**src/rtl/ov7670_stream_gen.sv**
```systemverilog
// Synthetic OV7670 pixel-bus source: PCLK/VSYNC/HREF/D with sensor frame timing.
// Define OV_STREAM_COLORBAR_EN for RGB565 colour bars instead of the byte ramp.
module ov7670_stream_gen #(
    parameter int H_ACTIVE    = 640,
    parameter int V_ACTIVE    = 480,
    parameter int H_BLANK     = 144,
    parameter int VSYNC_LINES = 3,
    parameter int V_BACK      = 17,
    parameter int V_FRONT     = 10
) (
    input  logic       clk,
    input  logic       rst_n,
    input  logic       enable,
    output logic       pclk,
    output logic       vsync,
    output logic       href,
    output logic [7:0] data,
    output logic [7:0] frame_count,
    output logic       busy
);
    localparam logic [10:0] BYTE_LAST = 11'(2 * H_ACTIVE + H_BLANK - 1);
    localparam logic [10:0] HREF_END  = 11'(2 * H_ACTIVE);
    localparam logic [9:0]  VS_LAST   = 10'(VSYNC_LINES - 1);
    localparam logic [9:0]  VB_LAST   = 10'(V_BACK - 1);
    localparam logic [9:0]  VA_LAST   = 10'(V_ACTIVE - 1);
    localparam logic [9:0]  VF_LAST   = 10'(V_FRONT - 1);

    typedef enum logic [2:0] {
        S_IDLE,
        S_VSYNC,
        S_VBACK,
        S_ACTIVE,
        S_VFRONT
    } state_t;

    state_t      state_q, state_d;
    logic        pclk_q;
    logic [10:0] byte_q, byte_d;
    logic [9:0]  line_q, line_d, line_last;
    logic [7:0]  fc_q, fc_d;
    logic [7:0]  data_q, data_d;
    logic        vsync_q, vsync_d;
    logic        href_q, href_d;
    logic        busy_q, busy_d;
    logic        clr;

`ifdef OV_STREAM_COLORBAR_EN
    localparam logic [9:0] BAR_LAST = 10'(H_ACTIVE / 8 - 1);

    logic        lo_q, lo_d, lo_b;
    logic [9:0]  bpix_q, bpix_d, bpix_b;
    logic [2:0]  bar_q, bar_d, bar_b;
    logic [15:0] col;

    function automatic logic [15:0] bar_color(input logic [2:0] idx);
        unique case (idx)
            3'd0:    return 16'hFFFF;
            3'd1:    return 16'hFFE0;
            3'd2:    return 16'h07FF;
            3'd3:    return 16'h07E0;
            3'd4:    return 16'hF81F;
            3'd5:    return 16'hF800;
            3'd6:    return 16'h001F;
            default: return 16'h0000;
        endcase
    endfunction
`else
    logic [7:0]  dcnt_q, dcnt_d, dcnt_b;
`endif

    // Frame sequencing; only committed on update edges (pclk 1->0).
    always_comb begin
        state_d = state_q;
        byte_d  = byte_q;
        line_d  = line_q;
        fc_d    = fc_q;
        unique case (state_q)
            S_VBACK:  line_last = VB_LAST;
            S_ACTIVE: line_last = VA_LAST;
            S_VFRONT: line_last = VF_LAST;
            default:  line_last = VS_LAST;
        endcase
        if (state_q == S_IDLE) begin
            if (enable) begin
                state_d = S_VSYNC;
                byte_d  = '0;
                line_d  = '0;
            end
        end else if (byte_q != BYTE_LAST) begin
            byte_d = byte_q + 11'd1;
        end else begin
            byte_d = '0;
            line_d = line_q + 10'd1;
            if (line_q == line_last) begin
                line_d = '0;
                unique case (state_q)
                    S_VSYNC:  state_d = S_VBACK;
                    S_VBACK:  state_d = S_ACTIVE;
                    S_ACTIVE: state_d = S_VFRONT;
                    default: begin
                        state_d = enable ? S_VSYNC : S_IDLE;
                        fc_d    = fc_q + 8'd1;
                    end
                endcase
            end
        end
    end

    assign clr = (state_d != state_q);

    always_comb begin
        vsync_d = (state_d == S_VSYNC);
        href_d  = (state_d == S_ACTIVE) && (byte_d < HREF_END);
        busy_d  = (state_d != S_IDLE);
        data_d  = 8'h00;
`ifdef OV_STREAM_COLORBAR_EN
        lo_b   = clr ? 1'b0 : lo_q;
        bpix_b = clr ? 10'd0 : bpix_q;
        bar_b  = clr ? 3'd0 : bar_q;
        lo_d   = lo_b;
        bpix_d = bpix_b;
        bar_d  = bar_b;
        col    = bar_color(bar_b);
        if (href_d) begin
            data_d = lo_b ? col[7:0] : col[15:8];
            lo_d   = ~lo_b;
            // Bar index wraps 7->0 exactly at end of line.
            if (lo_b) begin
                if (bpix_b == BAR_LAST) begin
                    bpix_d = '0;
                    bar_d  = bar_b + 3'd1;
                end else begin
                    bpix_d = bpix_b + 10'd1;
                end
            end
        end
`else
        dcnt_b = clr ? 8'd0 : dcnt_q;
        dcnt_d = dcnt_b;
        if (href_d) begin
            data_d = dcnt_b;
            dcnt_d = dcnt_b + 8'd1;
        end
`endif
    end

    always_ff @(posedge clk or negedge rst_n) begin
        if (!rst_n) begin
            pclk_q  <= 1'b0;
            state_q <= S_IDLE;
            byte_q  <= '0;
            line_q  <= '0;
            fc_q    <= '0;
            data_q  <= '0;
            vsync_q <= 1'b0;
            href_q  <= 1'b0;
            busy_q  <= 1'b0;
`ifdef OV_STREAM_COLORBAR_EN
            lo_q    <= 1'b0;
            bpix_q  <= '0;
            bar_q   <= '0;
`else
            dcnt_q  <= '0;
`endif
        end else begin
            pclk_q <= ~pclk_q;
            if (pclk_q) begin
                state_q <= state_d;
                byte_q  <= byte_d;
                line_q  <= line_d;
                fc_q    <= fc_d;
                data_q  <= data_d;
                vsync_q <= vsync_d;
                href_q  <= href_d;
                busy_q  <= busy_d;
`ifdef OV_STREAM_COLORBAR_EN
                lo_q    <= lo_d;
                bpix_q  <= bpix_d;
                bar_q   <= bar_d;
`else
                dcnt_q  <= dcnt_d;
`endif
            end
        end
    end

    assign pclk        = pclk_q;
    assign vsync       = vsync_q;
    assign href        = href_q;
    assign data        = data_q;
    assign frame_count = fc_q;
    assign busy        = busy_q;
endmodule

```
**config.mk**
```make
export PLATFORM = sky130hd
export DESIGN_NAME = ov7670_stream_gen
export DESIGN_NICKNAME = d
export VERILOG_FILES = /design/src/rtl/ov7670_stream_gen.sv
export SDC_FILE = /design/constraint.sdc
export NUM_CORES = 1
export LEC_CHECK = 0
export ABC_AREA = 0
export CAP_MARGIN = 10
export CORE_ASPECT_RATIO = 1.1
export CORE_MARGIN = 5
export CORE_UTILIZATION = 35
export DETAILED_ROUTE_END_ITERATION = 8
export PLACE_DENSITY = 0.56
export SYNTH_ARGS = -nofsm -noshare
export SYNTH_HDL_FRONTEND = slang
export SYNTH_SLANG_ARGS = --single-unit
```
**constraint.sdc**
```tcl
create_clock -name clk -period 3.77 [get_ports clk]
set_input_delay 0.9425 -clock clk [delete_from_list [all_inputs] [get_ports clk]]
set_output_delay 0.9425 -clock clk [all_outputs]
set_load 0.1 [all_outputs]
```
==> reports/qor.txt, run 1 <==
Required @ worst endpoint: 3.96 ns
FP Rows: 34
Syn. warnings: 0
Post-Route WL: 6150 µm
Syn avg cell area: 9.34 µm²
Max-slew violations: 0
DRT Pass-1 Iters: 4
RSZ-0062 raised after global routing: no
Worst R2R Setup Slack: 0.81 ns
Critical path's slowest cell: dfrtp_1
Initial DRC Count: 136
DRC: 0
CTS buffer count: 5
Final ANT Viol Nets: 0
Filler Cell Count: 770
Nature of the critical path endpoint: flip-flop
Count leader, synth: dfrtp_1
GRT Total Usage: 13.1%
Grt ovf: 0
Max-cap violations: 0
CP Capture Point: dcnt_q[1]
Most area-consuming cells after synthesis: dfrtp_1 46%, o21ai_0 6.0%, nand2_1 4.7%, xnor2_1 3.4%, nand3_1 2.7%
Fin crit share: 78.6%
Synth async-reset ratio: 100%
Die Wd: 95.5 µm
Initial antenna violation count: 0
Setup WS pre-CTS: 0.670 ns
Seq/Total Area, Yosys: 46.3%
Largest family of logic cells by synthesized area: simple AND/OR/NAND/NOR gates
Worst hold path class: flip-flop to flip-flop
Adder-cell area share of the yosys netlist: 2.22%
Number of global-route vias before repair: 2209
Crit path from: state_q[2]
CP max FO: 16
Clock-pin transition on the worst setup and hold timing paths: 0.10 ns
Final worst path period need: 2.96 ns
CTS Hold Bufs: 0
Io pins: 23
Post-cts resize count: 0
Port Buffer Count: 22
Vias: 2271
P per Cell Area: 384 nW/µm²
Register area: 1300 µm²
Slew headroom: 33.9%
Starting Density: 35.7%
Top cells by count, synth: 52 x dfrtp_1, 35 x nand2_1, 34 x o21ai_0
Nets: 331
CP Data Arrival Time: 3.15 ns
Area grow syn2layout: 15.7%
Slowest stage delay, CP: 0.57 ns
Synth Flop Type: dfrtp_1
Number of flops mapped to enable cells by yosys: 0
CTS max path bufs: 2
Post-route insts no fill: 432
Leading area contributor after synthesis: dfrtp_1
Count of different cell masters after synthesis: 50
Die height: 104 µm
Mux contribution to synthesized area: 3.07%
Worst hold path startpoint: frame_count[7]
Smallest hold slack: 0.477 ns
Leakage: 1.35 nW
Net Count, Synth: 309
Global-route wire length before repair: 10600 µm
F_max: 338 MHz
# diodes: 0
Reg2reg start: state_q[2]
Post-DP HPWL: 4260 µm
Simple-gate area share of the yosys netlist: 24.4%
Root Buffer Master: clkbuf_8
Synthesized instance count: 301
Placer Congestion: 0.782
Final setup viols: 0
WL/cell: 14.2 µm
Post-CTS setup buffer count: 0
H-tree level count: 2
R2R depth: 10
Crit-path cells: nor2b_1, o211ai_1, o211a_1, nor4_4, buf_4, mux2i_1, and2_1, ha_1, and3_1, a221o_1
Largest net degree at the start of global routing: 43
Setup CP Type: flip-flop to flip-flop
Post-Synth XOR/XNOR Area: 4.05%
Outcome: finished, final reports clean
Reg2Reg Capture Point: dcnt_q[1]
VDD IR max: 0.170 mV
Core area: 7870 µm²
Post-Synthesis Cell Area: 2810 µm²
CTS tree: done
Clk sinks: 52
Share of cells above drive strength 1: 8.33%
DR vias/cell: 5.26
Fin. Hold Viols: 0
Worst Clk Skew: 0.00950 ns
Placed cell count: 424
Final setup TNS: 0 ns
Fin worst setup slack: 0.808 ns
Yosys top cell area share: 46.3%
Worst-Skew Late Latency: 0.31 ns
Crit path launch type: flip-flop
Full die area: 9930 µm²
Worst-Margin Slew: 0.988 ns
Final core occ: 41.4%
FF+latch count, synth: 52
Multi-input gate area: 1420 µm²
Post-synthesis compound-gate area fraction: 16.8%
==> cells by family after synthesis <==
| family | after synthesis |
|---|---|
| fa+ha+maj | 5 |
| flops | 52 |
| simple gates | 131 |
| compound gates | 71 |
| mux | 8 |
| xor+xnor | 13 |
| buf+inv | 21 |
==> sequential cells by signal, indices dropped and copies added (netlist names), 3 cells and up <==
register / count
byte_q: 11
data: 8
dcnt_q: 8
frame_count: 8
line_q: 10
state_q: 3
==> worst max-delay path: cells and delay by family (launching register included) <==
kind / cells / cell delay (ns)
multiplexers: 1 / 0.18
flip-flops: 1 / 0.57
AND/OR/NAND/NOR: 4 / 1.04
AO/OA/AOI/OAI: 3 / 0.59
adder cells (fa/ha/maj): 1 / 0.28
buffers and inverters: 1 / 0.19
==> final cells by class <==
class / instances / share of cell area [%]
multi-input cells: 228 / 43.6
flip-flops and latches: 52 / 40.0
repair buffers: 27 / 7.69
well taps: 108 / 4.15
clock buffers: 5 / 2.11
clock inverters: 3 / 1.31
inverters: 9 / 1.11
==> routing by layer <==
layer / global-route usage [%] / part of all wire (%)
met5: 0 / 0
met3: 2.53 / 2.6
met2: 20.9 / 46
met1: 17.9 / 50
met4: 3.66 / 1.5
==> cell usage in the layout, fill, tap and decap left out, types with 3 or more instances in the layout <==
| cell | n |
|---|---|
| a21oi_1 | 6 |
| a22o_1 | 7 |
| and2_1 | 4 |
| and3_1 | 7 |
| buf_4 | 6 |
| clkbuf_8 | 5 |
| clkdlybuf4s50_1 | 20 |
| dfrtp_1 | 52 |
| ha_1 | 5 |
| inv_1 | 8 |
| mux2_2 | 5 |
| mux2i_1 | 3 |
| nand2_1 | 35 |
| nand2b_1 | 4 |
| nand3_1 | 15 |
| nand4_1 | 8 |
| nor2_1 | 18 |
| nor2b_1 | 3 |
| nor3_1 | 13 |
| nor4_1 | 4 |
| o21ai_0 | 34 |
| o31ai_1 | 6 |
| or3_1 | 7 |
| xnor2_1 | 11 |
==> power breakdown <==
group          internal [mW]  total, mW  switching [mW]  leakage (nW)
Clock                  0.197      0.390           0.193        0.0541
Sequential             0.604      0.678          0.0742         0.688
Combinational         0.0751      0.180           0.105         0.605
==> per-stage QoR <==
stage	instance area [µm²]	power (mW)
3_3_place_gp	3140	0.867
6_report	3250	1.25
5_1_grt	3250	1.32
3_5_place_dp	3140	0.870
2_1_floorplan	2810	0.822
4_1_cts	3250	1.26
==> worst min-delay path by stage <==
| stage | depth (start not counted) | to |
|---|---|---|
| floorplan | 1 | line_q[9] |
| global placement | 1 | frame_count[7] |
| detailed placement | 1 | frame_count[7] |
| CTS | 1 | frame_count[7] |
| global route | 1 | frame_count[7] |
| finish | 1 | frame_count[7] |
(Power assumes the default switching activity.)
==> run 2, diff against run 1 <==
- clock period: 3.77 -> 2.8 ns (I/O delays scaled with it)
==> run 2 against run 1 <==
Against the previous run:
- critical endpoint unchanged
- sequential power increased by 32%
- largest cell class unchanged
- critical path type unchanged
- critical path depth decreased by 2
- routed wire length increased by 5.4%
- hold slack got worse by 0.069 ns
- cell count increased by 5.8%
- die area unchanged
- register-to-register slack got worse by 0.68 ns
- clock skew increased by 0.0013 ns
- sequential share of layout area decreased by 2.2 points
- power increased by 44%
==> reports/qor.txt, run 2 (synthesis gave the netlist of run 1 again) <==
Outcome: finished, final reports clean (unchanged)
Placed cell area: 3270 µm² (was 3140 µm²)
Initial antenna violation count: 0 (unchanged)
Root Buffer Master: clkbuf_8 (unchanged)
Worst Clk Skew: 0.0108 ns (was 0.00950 ns)
Clock-pin transition on the worst setup and hold timing paths: 0.10 ns (about the same)
CP Data Arrival Time: 2.87 ns (was 3.15 ns)
VDD IR max: 0.224 mV (was 0.170 mV)
Top reg by flops: byte_q (unchanged)
Post-DP HPWL: 4810 µm (was 4260 µm)
DR vias/cell: 5.16 (was 5.26)
Area grow syn2layout: 22.5% (was 15.7%)
Die height: 104 µm (unchanged)
CTS buffer count: 5 (unchanged)
Filler Cell Count: 782 (was 770)
CP max FO: 7 (was 16)
H-tree level count: 2 (unchanged)
Share of cells above drive strength 1: 21.8% (was 8.33%)
Final Instance Area: 3440 µm² (was 3250 µm²)
Starting Density: 35.7% (unchanged)
Final worst path period need: 2.67 ns (was 2.96 ns)
Crit-path cells: or3_1, or4_4, nor4_4, mux2i_2, and2_1, ha_1, and3_1, a221o_1 (was nor2b_1, o211ai_1, o211a_1, nor4_4, buf_4, mux2i_1, and2_1, ha_1, and3_1, a221o_1)
Core area: 7870 µm² (unchanged)
Slowest stage delay, CP: 0.45 ns (was 0.57 ns)
Nature of the critical path endpoint: flip-flop (unchanged)
Port Buffer Count: 22 (unchanged)
Largest net degree at the start of global routing: 28 (was 43)
Worst-Margin Slew: 0.652 ns (was 0.988 ns)
Required @ worst endpoint: 2.99 ns (was 3.96 ns)
F_max: 374 MHz (was 338 MHz)
Max-cap violations: 0 (unchanged)
Full die area: 9930 µm² (unchanged)
FP Rows: 34 (unchanged)
Number of global-route vias before repair: 2388 (was 2209)
Largest register FFs: 11 (unchanged)
Final setup viols: 0 (unchanged)
DRT Pass-1 Iters: 4 (unchanged)
Max-slew violations: 0 (unchanged)
WL/cell: 14.2 µm (about the same)
CTS tree: done (unchanged)
Die Wd: 95.5 µm (unchanged)
Clk sinks: 52 (unchanged)
Slew headroom: 56.5% (was 33.9%)
DRC: 0 (unchanged)
Fin crit share: 95.4% (was 78.6%)
Fin. Hold Viols: 0 (unchanged)
Placer Congestion: 0.814 (was 0.782)
CTS max path bufs: 2 (unchanged)
P per Cell Area: 520 nW/µm² (was 384 nW/µm²)
# diodes: 0 (unchanged)
Top flop regs: byte_q (11), line_q (10) (unchanged)
Io pins: 23 (unchanged)
Leakage: 1.52 nW (was 1.35 nW)
Vias: 2356 (was 2271)
Setup CP Type: flip-flop to flip-flop (unchanged)
Commonest non-fill, non-tap cell in the layout: dfrtp_1 (unchanged)
Final ANT Viol Nets: 0 (unchanged)
Critical path's slowest cell: dfrtp_1 (unchanged)
Tot Pwr: 1.79 mW (was 1.25 mW)
Crit path launch type: flip-flop (unchanged)
Most frequent cells in the layout: 52 x dfrtp_1, 49 x buf_4, 34 x o21ai_0, 34 x nand2_1, 18 x nor2_1 (was 52 x dfrtp_1, 35 x nand2_1, 34 x o21ai_0)
Worst-Skew Late Latency: 0.31 ns (about the same)
Post-Route WL: 6490 µm (was 6150 µm)
GRT Total Usage: 14.2% (was 13.1%)
Initial DRC Count: 112 (was 136)
Grt ovf: 0 (unchanged)
Global-route wire length before repair: 11400 µm (was 10600 µm)
Nets: 356 (was 331)
Worst hold path class: input pin to async pin (was flip-flop to flip-flop)
[run 2: changes by cell type in the layout (fill, tap and decap cells not counted), sizes merged]
cell | previous run | this run
buf | 7 | 51
clkdlybuf4s50 | 20 | 1
clkbuf | 5 | 6
clkinvlp | 1 | 0
[run 2: worst paths after layout]
| check | startpoint | end | slack [ns] | depth (start not counted) |
|---|---|---|---|---|
| max | byte_q[5] | dcnt_q[1] | 0.13 | 8 |
| max in group asynchronous | rst_n | byte_q[8] | 1.82 | 2 |
| min | rst_n | frame_count[0] | 0.41 | 1 |
| min in group clk | frame_count[7] | frame_count[7] | 0.48 | 1 |
| max reg2reg | byte_q[5] | dcnt_q[1] | 0.13 | 8 |
| min reg2reg | frame_count[7] | frame_count[7] | 0.48 | 1 |
[run 2: report_power, final]
| part | total [mW] | internal [mW] | switching [mW] |
|---|---|---|---|
| Sequential | 0.896 | 0.813 | 0.0830 |
| Combinational | 0.350 | 0.160 | 0.190 |
| Clock | 0.547 | 0.293 | 0.254 |
| Total | 1.79 | 1.27 | 0.528 |
[run 2: layer usage]
layer  share of wire [%]  track usage (%)  vias to the layer above
met5                   0                0                        -
met4                 1.8             4.27                        0
met3                 2.3             2.24                       10
met2                  47             21.7                       28
met1                  48             20.4                     1130
li1                    -                -                     1188
[run 2: worst max-delay path, delay by kind of cell (launching register included)]
family | cells | cell delay, ns
mux | 1 | 0.14
compound gates | 1 | 0.25
fa+ha+maj | 1 | 0.28
simple gates | 5 | 1.43
flops | 1 | 0.45
[run 2: what timing repair did]
| item | 4_1_cts | 5_1_grt |
|---|---|---|
| hold buffers | 0 | 0 |
| setup endpoints to repair | 0 | 2 |
| gates resized for setup | 0 | 6 |
| buffers inserted | 0 | 4 |
[run 2: per-stage QoR]
stage	hold WS [ns]	worst slack, ns	utilization (%)	instances	TNS [ns]
detailed placement	0.461	0.0587	41.5	445	0
finish	0.407	0.128	43.8	457	0
floorplan	0.404	0.0420	-	301	0
CTS	0.418	0.0676	43.0	453	0
global placement	0.461	0.111	41.5	445	0
global route	0.465	-0.0150	43.8	457	-0.0150
[run 2: final cells by class]
type                            instances  area [µm²]  area share, %
Multi-Input combinational cell        228        1450           42.0
Sequential cell                        52        1300           37.8
Timing Repair Buffer                   52         403           11.7
Tap cell                              108         135           3.92
Clock buffer                            6        82.6           2.40
Clock inverter                          2        38.8           1.13
Inverter                                9        36.3           1.05
==> edit (settings of run 2) <==
Build with the macro `OV_STREAM_COLORBAR_EN` defined.
--- a/src/rtl/ov7670_stream_gen.sv
+++ b/src/rtl/ov7670_stream_gen.sv
@@ -1,4 +1,6 @@
 // Synthetic OV7670 pixel-bus source: PCLK/VSYNC/HREF/D with sensor frame timing.
 // Define OV_STREAM_COLORBAR_EN for RGB565 colour bars instead of the byte ramp.
+`define OV_STREAM_COLORBAR_EN
+
 module ov7670_stream_gen #(
     parameter int H_ACTIVE    = 640,
Behaviour: no difference found for any inputs over 10 cycles, from zero or initial values and one cycle with rst_n low; that may be too few to reach the edited logic, so the function may still have changed.
==> edit against run 2 <==
Critical path depth rose by 5; sequential power rose by 2%; clock skew barely moved; setup slack got worse by 120 ps; power rose by 7.5%; sequential cell count rose by 1; via count rose by 16%; routed wire length rose by 14%; design area rose by 12%; count of clock-buffer cells in the layout fell by 1; global-route usage rose by 0.32 points; combinational power rose by 35%; area after synthesis rose by 12%; critical path type unchanged.
==> edit: results (changes against run 2) <==
worst-path fanout max: 6 (-1)
Worst R2R End: bpix_q[3]
post-DP HPWL: 5260 um (+9.4%)
Cell variety after synth: 54 (+8.0%)
Slew HR: 0.538 (-0.0270)
htree depth: 2 (unchanged)
RD Place Congestion: 0.798 (-2.0%)
biggest regs: byte_q: 11 flops, bpix_q: 10 flops, line_q: 10 flops
Port-buffer cells: 22 (unchanged)
clk_lat worst skew: 310 ps (about the same)
leakage power: 1.68 nW (+11%)
worst path arrival time: 3050 ps (+180 ps)
Synthesis Warnings: 0 (unchanged)
initial antenna violation count: 0 (unchanged)
synth top area cells: dfrtp_1 42%, o21ai_0 6.0%, nand2_1 5.8%
Reg clk slew, reported paths: 110 ps
wire length per cell: 14.5 um (+1.9%)
Peak VDD IR: 246 uV (+10%)
worst reg2reg setup slack: 6 ps (-120 ps)
largest net degree at the start of global routing: 54 (+93%)
outcome: completed
via count of the routed design: 2,742 (+16%)
HP Start: frame_count[3]
first-pass GRT wire length: 13,000 um (+13%)
Hold Path Class: register to register
GRT Util Overall: 0.145 (+0.00315)
# fillers: 897 (+15%)
Fin Hold WS: 498 ps (+90.2 ps)
fraction of layout cells with a size suffix above 1: 0.249 (+0.0316)
Seq/Total Area, Yosys: 0.420 (-0.0425)
initial drt markers: 82 (-27%)
DR pass1 iterations: 4 (unchanged)
Post-synth top cells: 53 x dfrtp_1, 49 x nand2_1, 38 x o21ai_0, 18 x nand3_1, 16 x a21oi_1
WHS Path Cells: 1
root buffer cell: clkbuf_8
nets: 404 (+13%)
clk buf depth: 2 (unchanged)
Post-Syn Nets: 360 (+17%)
reg2reg path depth: 13 (+5)
Layout Skew: 11.3 ps (+0.494 ps)
cts bufs inserted: 5 (unchanged)
P_int: 0.00132 W (+4.3%)
## edit: stage by stage
| step | setup slack, ps | std cells | total power, W | area [um^2] |
|---|---|---|---|---|
| 5_1_grt | -146 | 511 | 0.00205 | 3870 |
| 3_5_place_dp | -5.25 | 496 | 0.00138 | 3630 |
| 2_1_floorplan | -15.2 | 352 | 0.00123 | 3240 |
| 3_3_place_gp | 5.69 | 496 | 0.00138 | 3630 |
| 6_report | 5.90 | 511 | 0.00193 | 3870 |
| 4_1_cts | 4.03 | 504 | 0.00193 | 3750 |
## edit: cell families (layout without fill, tap and decap cells)
group | count (synthesis) | after routing | synth area share
flops | 53 | 53 | 0.420
xor+xnor | 11 | 11 | 0.0305
fa+ha+maj | 5 | 5 | 0.0198
compound gates | 98 | 98 | 0.199
mux | 5 | 5 | 0.0170
buf+inv | 29 | 74 | 0.0448
simple gates | 151 | 151 | 0.268
## edit: what timing repair did
action / in CTS / in global routing
pin swaps: 0 / 14
endpoints found under the setup margin: 1 / 14
gates resized for setup: 1 / 18
setup buffers: 0 / 8
hold buffers: 0 / 0
gates cloned: 0 / 0
## edit: worst max-delay path by stage
stage	end	slack (ps)
final	bpix_q[3]	6
after global placement	bar_q[1]	6
after global routing	bar_q[1]	-150
after CTS	bpix_q[0]	4
after floorplan	bpix_q[8]	-20
after detailed placement	bpix_q[8]	-5
## edit: layout make-up
| type | instances | share of cell area |
|---|---|---|
| Clock buffer | 5 | 0.0178 |
| Clock inverter | 3 | 0.0120 |
| Inverter | 8 | 0.00777 |
| Multi-Input combinational cell | 270 | 0.470 |
| Sequential cell | 53 | 0.343 |
| Tap cell | 114 | 0.0369 |
| Timing Repair Buffer | 58 | 0.113 |
## edit: power by group through the flow
stage	Clock (W)	Combinational (W)	Sequential (W)
after CTS	0.000558	0.000466	0.000911
final	0.000541	0.000474	0.000912
after global placement	0	0.000454	0.000922
after floorplan	0	0.000285	0.000941
after detailed placement	0	0.000458	0.000924
after global routing	0.000596	0.000533	0.000924
## edit: critical path, cell delays in order (launching register included)
cell,delay [ps]
dfrtp_2,470
nor4_4,400
nand4_4,190
nor4_4,410
a21oi_4,100
and2_4,170
ha_4,170
nand3_4,90
inv_2,40
nand4_1,130
a21o_1,240
nand2_1,110
a21oi_2,110
nand2b_1,100
## edit: per-layer routing
layer | global-route usage | routed length [um]
met1 | 0.190 | 3510
met2 | 0.246 | 3630
met3 | 0.0228 | 140
met4 | 0.0423 | 105
met5 | 0 | 0
